==> src/rtl/stream_window_sum.sv <==
// Sliding-window sum over the last LENGTH accepted samples, using an external delay chain for history.
// Latency: one clock from an accepted sample to o_val with the updated sum.
// Backpressure: single output register; i_rdy = !o_val | o_rdy, so a stalled output stalls input and the chain.
module stream_window_sum #(
    parameter int WIDTH  = 16,
    parameter int LENGTH = 64
) (
    input  logic                                clk,
    input  logic                                reset,
    input  logic                                clear,
    input  logic [WIDTH-1:0]                    i_dat,
    input  logic                                i_val,
    output logic                                i_rdy,
    output logic [WIDTH+$clog2(LENGTH)-1:0]     o_dat,
    output logic                                o_val,
    input  logic                                o_rdy,
    output logic                                o_full,
    output logic                                chain_ena,
    output logic [WIDTH-1:0]                    chain_idat,
    input  logic [WIDTH-1:0]                    chain_odat
);

    localparam int SWIDTH = WIDTH + $clog2(LENGTH);
    localparam int CW     = $clog2(LENGTH + 1);
    localparam logic [CW-1:0] CNT_MAX = CW'(LENGTH);

    logic [SWIDTH-1:0] sum;
    logic [SWIDTH-1:0] sum_next;
    logic [CW-1:0]     cnt;
    logic [CW-1:0]     cnt_next;
    logic [WIDTH-1:0]  leaving;
    logic              accept;

    assign i_rdy      = !o_val || o_rdy;
    assign accept     = i_val && i_rdy && !clear;
    assign chain_ena  = accept;
    assign chain_idat = i_dat;
    assign o_dat      = sum;

    // Next window state: the tail sample only leaves once the window is fully populated,
    // so chain contents left over from before reset/clear never reach the sum.
    always_comb begin
        leaving  = '0;
        cnt_next = cnt;
        if (cnt == CNT_MAX) begin
            leaving = chain_odat;
        end
        if (cnt != CNT_MAX) begin
            cnt_next = cnt + 1'b1;
        end
        // Modular arithmetic at SWIDTH bits: the true result always fits, so any
        // intermediate wrap of sum + i_dat cancels out in the subtraction.
        sum_next = sum + SWIDTH'(i_dat) - SWIDTH'(leaving);
    end

    // Window sum, fill count and full flag; clear has priority over a concurrent accept.
    always_ff @(posedge clk or posedge reset) begin
        if (reset) begin
            sum    <= '0;
            cnt    <= '0;
            o_full <= 1'b0;
        end else if (clear) begin
            sum    <= '0;
            cnt    <= '0;
            o_full <= 1'b0;
        end else if (accept) begin
            sum    <= sum_next;
            cnt    <= cnt_next;
            o_full <= (cnt_next == CNT_MAX);
        end
    end

    // Output valid: set by an accept, dropped when consumed without a replacement.
    always_ff @(posedge clk or posedge reset) begin
        if (reset) begin
            o_val <= 1'b0;
        end else if (clear) begin
            o_val <= 1'b0;
        end else if (accept) begin
            o_val <= 1'b1;
        end else if (o_rdy) begin
            o_val <= 1'b0;
        end
    end

endmodule

==> config.mk <==
export PLATFORM = sky130hd
export DESIGN_NAME = stream_window_sum
export DESIGN_NICKNAME = d
export VERILOG_FILES = /design/src/rtl/stream_window_sum.sv
export SDC_FILE = /design/constraint.sdc
export NUM_CORES = 1
export LEC_CHECK = 0
export CAP_MARGIN = 25
export CORE_MARGIN = 4
export CORE_UTILIZATION = 29
export CTS_CLUSTER_DIAMETER = 80
export DETAILED_ROUTE_END_ITERATION = 10
export SLEW_MARGIN = 15
export SYNTH_ARGS = -nofsm -noshare
export SYNTH_HDL_FRONTEND = slang
export SYNTH_SLANG_ARGS = --single-unit
==> constraint.sdc <==
create_clock -name clk -period 4.97 [get_ports clk]
set_clock_uncertainty 0.2 [all_clocks]
set_input_delay 0.994 -clock clk [delete_from_list [all_inputs] [get_ports clk]]
set_output_delay 0.994 -clock clk [all_outputs]
set_load 0.02 [all_outputs]
==> out/results.ini <==
[status]
status=finished, final reports clean

[critical_path]
crit_type=register to register
path_common_cell=a21oi_2
crit_slowest_cell=or4_1
r2r_start=cnt[2]
path_max_fanout=17
cp_cell_sequence=or3_1 -> nor3_2 -> buf_4 -> and2_1 -> fa_1 -> inv_1 -> ha_1 -> a21o_1 -> a21oi_2 -> a21oi_2 -> nor2_2 -> a21oi_1 -> or4_1 -> o311ai_1
rrSetupSlack_ns=0.64
r2r_end=o_dat[15]
cp-end-kind=register
cp.arrival_ns=4.30
required_ns=4.93
cp_slowest_stage_delay_ns=0.53
reg2reg_depth=14
cp-start-kind=register

[route]
firstDrtPassIters=4
ant_nets=0
drc=0
drt_wl_total_mm=8.32
avgRoutedWirePerCell_um=13.5
vias_per_cell=4.80
drt_first_iter_violations=100
vias=2950

[timing]
hold_viol=0
min_period_over_period_pct=87.2
rsz0062_at_grt=false
final_max_slew_viol_count=0
layout_min_cycle_time_ns=4.33
fmax_ghz=0.231
fin_tns_setup_ns=0
tightest_slew_ns=0.893
finalSetupViolations=0
hold_ws_ns=0.332
max-slew-margin-rel_pct=40.5

[finish]
fin_area_sq_um=4330
post_route_cells_drive_above_1_share_pct=6.54
mostFrequentLayoutCells=81 x inv_1, 78 x clkdlybuf4s50_1, 32 x nand2_1, 32 x a21oi_1, 31 x dfrtp_1
final_nets=550
diodes=0
syn2layout_area_growth_pct=30.3
final_common_cell=inv_1

[clock_network]
cts_setup_buffers=0
clock_sinks=31
clk_pin_slew_ns=0.06
post_cts_resized=0
cts-root-buf=clkbuf_16
cts_max_path_buffers=2
clk_latency_ns=0.28
cts_buffers=5
h-tree-depth=2
cts_tree=built
ctsHoldBuffers=0

[placement]
post_dp_cell_area_sq_um=4150
gp_congestion=0.902
port-buffer-count=78
dp_hpwl_mm=6.27

[hold_path]
worstHoldStart=o_full
hold_end=o_full
whs_path_depth=2
hold_class=register to register

[synth]
synth_adder_area_share_pct=18.7
synthTopCellsByArea=dfrtp_1 23%, fa_1 9.6%, inv_1 9.2%
synth_compound_area_share_pct=21.1
synth_fp_nets=487
synth_top_cell_by_area=dfrtp_1
syn_avg_cell_area_sq_um=8.10
yosys.area.top_type_share_pct=23.4
synth_edf_count=0
yosysWarnings=0
ys_seq_area_share_pct=23.4
postSynthCellCount=410
synth.area.mux_share_pct=1.28
synth_top_family_by_area=compound AO/OA/AOI/OAI gates
async_flop_share_pct=100
syn_area_sq_um=3320
synth-xor-area-share_pct=3.95
synthSimpleGateAreaFrac_pct=17.6
synth.distinct_cells=55
ys.flop_type=dfrtp_1
synth_seq_cells=31

[floorplanning]
die_h_um=115
dieArea_sq_um=13200
io-pin-count=79
die_x_um=115
rows=38
core-area_sq_um=11000
start_util_pct=30.1

[grt]
grt_pass1_vias=2973
grt-ovfl-total=0
antenna_found_initial=0
grt_max_degree=34
grt_pass1_wl_mm=14.0
track_usage_pct=12.9

[power]
p_leak_nw=2.01
ir_worst_vdd_mv=0.324
p_per_area_nw_per_um2=512

[job]
cap_viol_max_count=0

synth_stat cells (all sizes together), types with 5 or more instances:
| cell type | instances |
|---|---|
| inv | 81 |
| ha | 24 |
| nor3 | 8 |
| dfrtp | 31 |
| nand3 | 8 |
| or3 | 6 |
| o21ai | 20 |
| a211oi | 6 |
| and2 | 19 |
| xnor2 | 10 |
| a21o | 10 |
| xor2 | 5 |
| fa | 16 |
| nand2 | 32 |
| a21oi | 35 |
| nor2 | 21 |
| clkbuf | 9 |
| and3 | 8 |
| buf | 18 |
area by class of cell:
class / instances / area [sq um]
clock buffer: 6 / 139
sequential: 31 / 776
inverter: 81 / 304
tap: 140 / 175
clock inverter: 2 / 35.0
fill: 1145 / 6700
multi-input combinational: 271 / 2080
timing repair buffer: 83 / 818
sequential cells by signal (all words and copies together), names as in the netlist:
name and count:
cnt 7, o_dat 22, o_full 1, o_val 1
metrics by stage:
step	setup WS (ns)	power [mW]	util (%)	std cells
CTS	0.628	2.23	39.2	614
floorplan	1.17	1.46	-	410
detailed placement	0.578	1.85	37.7	606
global route	0.402	2.42	39.2	614
finish	0.636	2.21	39.2	614
global placement	0.633	1.86	37.7	606
metal layers:
layer	global-route usage (%)	vias up	share of wire [%]
met1	17.0	1403	45
met2	21.7	67	47
li1	-	1474	-
met3	2.95	6	6.5
met4	2.50	0	0.96
met5	0	-	0
logic make-up (layout without fill, tap and decap cells):
| group | after synthesis | in the layout |
|---|---|---|
| buf+inv | 108 | 172 |
| fa+ha+maj | 40 | 40 |
| compound gates | 98 | 98 |
| flops | 31 | 31 |
| mux | 4 | 4 |
| xor+xnor | 15 | 15 |
| simple gates | 114 | 114 |
power by group:
part	internal, mW	leakage, nW	switching [mW]
sequential	0.315	0.417	0.0537
clock	0.249	0.0868	0.116
combinational	0.651	1.51	0.830
total	1.22	2.01	0.999
how the worst max path moves through the flow:
stage,start,to,slack [ns],depth (start not counted)
after floorplan,cnt[2],o_dat[16],1.17,15
after global placement,i_dat[1],o_dat[16],0.63,12
after detailed placement,i_dat[1],o_dat[16],0.58,12
after CTS,cnt[2],o_dat[15],0.63,14
after global routing,cnt[2],o_dat[21],0.40,14
final,cnt[2],o_dat[15],0.64,14
critical path, delay by kind of cell (launching register included):
family                     cells  cell delay [ns]
AOI/OAI and AO/OA              5             0.72
adders and majority gates      2             0.70
buffers and inverters          2             0.37
DFF                            1             0.42
and+or+nand+nor                5             1.80
No activity file was read; power rests on OpenSTA's default activity.
